==> src/rtl/tea_encryptor_iterative.sv <==
// Iterative TEA encryptor: one Feistel cycle per clock, valid/ready in and out.
// Optional macro TEA_ENC_UNROLL2_EN chains two cycles per clock for half the latency.
module tea_encryptor_iterative #(
    parameter int          ROUNDS = 32,
    parameter logic [31:0] DELTA  = 32'h9E3779B9
) (
    input  logic         clk,
    input  logic         rst,
    input  logic         in_valid,
    output logic         in_ready,
    input  logic [127:0] key,
    input  logic [31:0]  in_v0,
    input  logic [31:0]  in_v1,
    output logic         out_valid,
    input  logic         out_ready,
    output logic [31:0]  out_v0,
    output logic [31:0]  out_v1
);

`ifdef TEA_ENC_UNROLL2_EN
    localparam int LAST_EDGE = ROUNDS / 2;
`else
    localparam int LAST_EDGE = ROUNDS;
`endif
    localparam int CNT_W = $clog2(LAST_EDGE + 1);

    typedef enum logic [1:0] {
        IDLE = 2'd0,
        RUN  = 2'd1,
        DONE = 2'd2
    } state_t;

    state_t             r_state;
    logic [31:0]        r_v0;
    logic [31:0]        r_v1;
    logic [31:0]        r_sum;
    logic [CNT_W-1:0]   r_round_cnt;
    logic [127:0]       r_key_q;

    logic [31:0] w_k0, w_k1, w_k2, w_k3;
    logic [31:0] w_s1, w_v0_a, w_v1_a;
    logic [31:0] w_next_v0, w_next_v1, w_next_sum;

    function automatic logic [31:0] function_f(
        input logic [31:0] x,
        input logic [31:0] a,
        input logic [31:0] b,
        input logic [31:0] s
    );
        return ((x << 4) + a) ^ (x + s) ^ ((x >> 5) + b);
    endfunction

    assign w_k0 = r_key_q[31:0];
    assign w_k1 = r_key_q[63:32];
    assign w_k2 = r_key_q[95:64];
    assign w_k3 = r_key_q[127:96];

    // First round of the edge; v1 uses the freshly updated v0.
    assign w_s1   = r_sum + DELTA;
    assign w_v0_a = r_v0 + function_f(r_v1, w_k0, w_k1, w_s1);
    assign w_v1_a = r_v1 + function_f(w_v0_a, w_k2, w_k3, w_s1);

`ifdef TEA_ENC_UNROLL2_EN
    logic [31:0] w_s2, w_v0_b, w_v1_b;

    assign w_s2   = w_s1 + DELTA;
    assign w_v0_b = w_v0_a + function_f(w_v1_a, w_k0, w_k1, w_s2);
    assign w_v1_b = w_v1_a + function_f(w_v0_b, w_k2, w_k3, w_s2);

    assign w_next_v0  = w_v0_b;
    assign w_next_v1  = w_v1_b;
    assign w_next_sum = w_s2;
`else
    assign w_next_v0  = w_v0_a;
    assign w_next_v1  = w_v1_a;
    assign w_next_sum = w_s1;
`endif

    // NOTE: state registers use non-blocking assignments so every register
    // samples the pre-edge values, regardless of statement order.
    always_ff @(posedge clk) begin
        if (rst) begin
            r_state     <= IDLE;
            r_v0        <= '0;
            r_v1        <= '0;
            r_sum       <= '0;
            r_round_cnt <= '0;
            r_key_q     <= '0;
        end else begin
            case (r_state)
                IDLE: begin
                    if (in_valid) begin
                        r_v0        <= in_v0;
                        r_v1        <= in_v1;
                        r_key_q     <= key;
                        r_sum       <= '0;
                        r_round_cnt <= '0;
                        r_state     <= RUN;
                    end
                end
                RUN: begin
                    r_v0        <= w_next_v0;
                    r_v1        <= w_next_v1;
                    r_sum       <= w_next_sum;
                    r_round_cnt <= r_round_cnt + 1'b1;
                    if (r_round_cnt == CNT_W'(LAST_EDGE - 1))
                        r_state <= DONE;
                end
                DONE: begin
                    // Returning to IDLE here means no accept can share this edge.
                    if (out_ready)
                        r_state <= IDLE;
                end
                default: r_state <= IDLE;
            endcase
        end
    end

    assign in_ready  = (r_state == IDLE);
    assign out_valid = (r_state == DONE);
    assign out_v0    = r_v0;
    assign out_v1    = r_v1;

endmodule
==> config.mk <==
export PLATFORM = sky130hd
export DESIGN_NAME = tea_encryptor_iterative
export DESIGN_NICKNAME = d
export VERILOG_FILES = /design/src/rtl/tea_encryptor_iterative.sv
export SDC_FILE = /design/constraint.sdc
export NUM_CORES = 1
export LEC_CHECK = 0
export ABC_AREA = 1
export CAP_MARGIN = 20
export CORE_ASPECT_RATIO = 0.75
export CORE_MARGIN = 3
export CORE_UTILIZATION = 58
export DETAILED_ROUTE_END_ITERATION = 8
export HOLD_SLACK_MARGIN = 0.02
export PLACE_DENSITY_LB_ADDON = 0.25
export SYNTH_ARGS = -nofsm -noshare
export SYNTH_HDL_FRONTEND = slang
export SYNTH_SLANG_ARGS = --single-unit
==> constraint.sdc <==
create_clock -name clk -period 10 [get_ports clk]
set_clock_uncertainty 0.2 [all_clocks]
set_input_delay 2 -clock clk [delete_from_list [all_inputs] [get_ports clk]]
set_output_delay 2 -clock clk [all_outputs]
set_load 0.03 [all_outputs]
==> flow_summary.json <==
{
  "numCtsBuffers": 26,
  "end_kind": "flip-flop",
  "cpPeakStageDelay_ps": 750,
  "grt_usage_pct": 37.7,
  "row_count": 61,
  "die_h_um": 175,
  "worst-setup-path-type": "flip-flop to flip-flop",
  "cts.sinks": 232,
  "die-area_sq_mm": 0.0405,
  "fin_ws_ps": 618,
  "vias": 23700,
  "max-slew-margin-rel_pct": 34.0,
  "antenna_found_initial": 0,
  "setup_violations": 0,
  "cp_common_cell": "nand2_1",
  "ys_seq_area_share_pct": 21.0,
  "yosysUniqueCellTypes": 60,
  "synth_top_family_by_area": "simple AND/OR/NAND/NOR gates",
  "wl_per_cell_um": 19.9,
  "status": "completed",
  "synthCells": 3265,
  "worstSetupStartpointType": "flip-flop",
  "ys_async_sr_fraction_pct": 0,
  "synthFlopType": "dfxtp_1",
  "numPortBuffers": 261,
  "grt_max_degree": 134,
  "synth-seq-cells": 232,
  "drive_above_1_share_pct": 5.02,
  "maxSlewViolCount": 0,
  "htreeDepth": 1,
  "worstMarginPinSlew_ps": 991,
  "synthXorXnorAreaFrac_pct": 13.8,
  "finalHoldViolCount": 0,
  "synthAdderAreaFrac_pct": 15.0,
  "dp_slack_ps": 146,
  "critPathRequiredTime_ps": 10220,
  "timing.fmax_mhz": 107,
  "nNetsFinal": 3940,
  "vias_per_cell": 5.91,
  "grt_pass1_vias": 22200,
  "drtIter0Drc": 2629,
  "synth_most_common_cell": "nand2_1",
  "insertedDiodeCount": 0,
  "dp_hpwl_mm": 62.7,
  "min_path_type": "flip-flop to flip-flop",
  "cts_tree": "done",
  "synth_area_sq_mm": 0.0221,
  "grt_remaining_overflow": 0,
  "synth_top_area_cell": "dfxtp_1",
  "clk_pin_slew_ps": 70,
  "syn_area_per_cell_sq_um": 6.76,
  "muxShareOfSynthArea_pct": 0,
  "clock_tree.root_cell": "clkbuf_16",
  "synth_top_area_share_pct": 21.0,
  "initial_core_util_pct": 59.1,
  "synth_nets": 3720,
  "worst-path-max-fanout": 6,
  "min_period_ps": 9380,
  "grt_pass1_wl_mm": 122,
  "drc": 0,
  "ios": 262,
  "min_period_over_period_pct": 93.8,
  "synth.area.top_cells": "dfxtp_1, ha_1, nand2_1",
  "die_w_um": 231,
  "critPathSlowestCell": "xnor2_1",
  "clkLatencyLatePin_ps": 580,
  "ys_top_cells_by_count": "nand2_1, nor2_1, a21oi_1",
  "wirelength_mm": 79.6,
  "core_area_sq_mm": 0.0373,
  "cts_buffer_depth": 3,
  "area_growth_pct": 18.7,
  "cap_violations": 0,
  "gp_congestion": 1.03,
  "synth_edf_count": 0,
  "yosys.area_share.simple_pct": 24.4,
  "ys_warn_count": 0,
  "drtPass1Iterations": 6,
  "ant_nets": 0,
  "hold_buffers": 0,
  "arrival_ps": 9600,
  "synth_compound_area_share_pct": 19.7
}
-- flip-flops by register name, indices dropped and copies added, names as in the netlist --
| signal | flops |
|---|---|
| out_v0 | 32 |
| out_v1 | 32 |
| r_sum | 32 |
| r_key_q | 128 |
| r_round_cnt | 6 |
| r_state | 2 |
-- what timing repair did --
action,CTS,global route
endpoints found under the setup margin,0,7
gates resized for setup,0,20
buffers inserted,0,2
-- critical path, delay by kind of cell, from the launching register on --
family,cells,cell delay [ps]
XOR/XNOR,6,2000
flip-flops,1,400
buffers and inverters,1,120
AO/OA/AOI/OAI,10,1950
AND/OR/NAND/NOR,24,3180
adder cells (fa/ha/maj),4,1330
-- through the flow --
step,utilization [%],hold slack (ps),instance area [sq um],setup TNS [ps],instances
finish,70.2,287,26200,0,4008
global route,70.2,308,26200,-23.4,4008
CTS,69.8,288,26000,0,4005
detailed placement,67.3,280,25100,0,3958
global placement,67.3,259,25100,0,3958
floorplan,-,247,22100,0,3265
-- cells by family (layout without fill, tap and decap cells) --
family          Yosys count  count (layout)
buf+inv                 354             593
simple gates           1316            1316
fa+ha+maj               259             259
xor+xnor                345             345
compound gates          759             759
flops                   232             232
-- per-layer routing --
| metal | part of all wire (%) | track usage (%) |
|---|---|---|
| met1 | 44 | 52.5 |
| met3 | 8.8 | 5.62 |
| met4 | 4.6 | 15.7 |
| met5 | 0 | 0 |
| met2 | 43 | 58.4 |
-- path summary, 6_finish.rpt --
| path | startpoint | endpoint | slack (ps) | cells after the start |
|---|---|---|---|---|
| min | r_sum[20] | r_sum[20] | 290 | 2 |
| min reg2reg | r_sum[20] | r_sum[20] | 290 | 2 |
| max | r_sum[0] | out_v1[31] | 620 | 45 |
| max reg2reg | r_sum[0] | out_v1[31] | 620 | 45 |
-- area by class of cell --
type,instances,area [sq um]
multi-input cells,2679,16200
repair buffers,274,2730
well taps,504,631
clock inverters,18,246
fillers,3034,11100
clock buffers,29,682
inverters,272,1030
flip-flops and latches,232,4640
-- placed cells by master, fill, tap and decap left out, drive strengths merged, types with 102 or more instances in the layout --
cell type,n
inv,275
dfxtp,232
nor2,404
a21oi,312
ha,251
nand2,735
xor2,237
xnor2,106
nand3,102
clkdlybuf4s50,260
o21ai,261
Power is not shown: default switching activity piles up to over one toggle a cycle in this logic, so the estimate is an artifact.
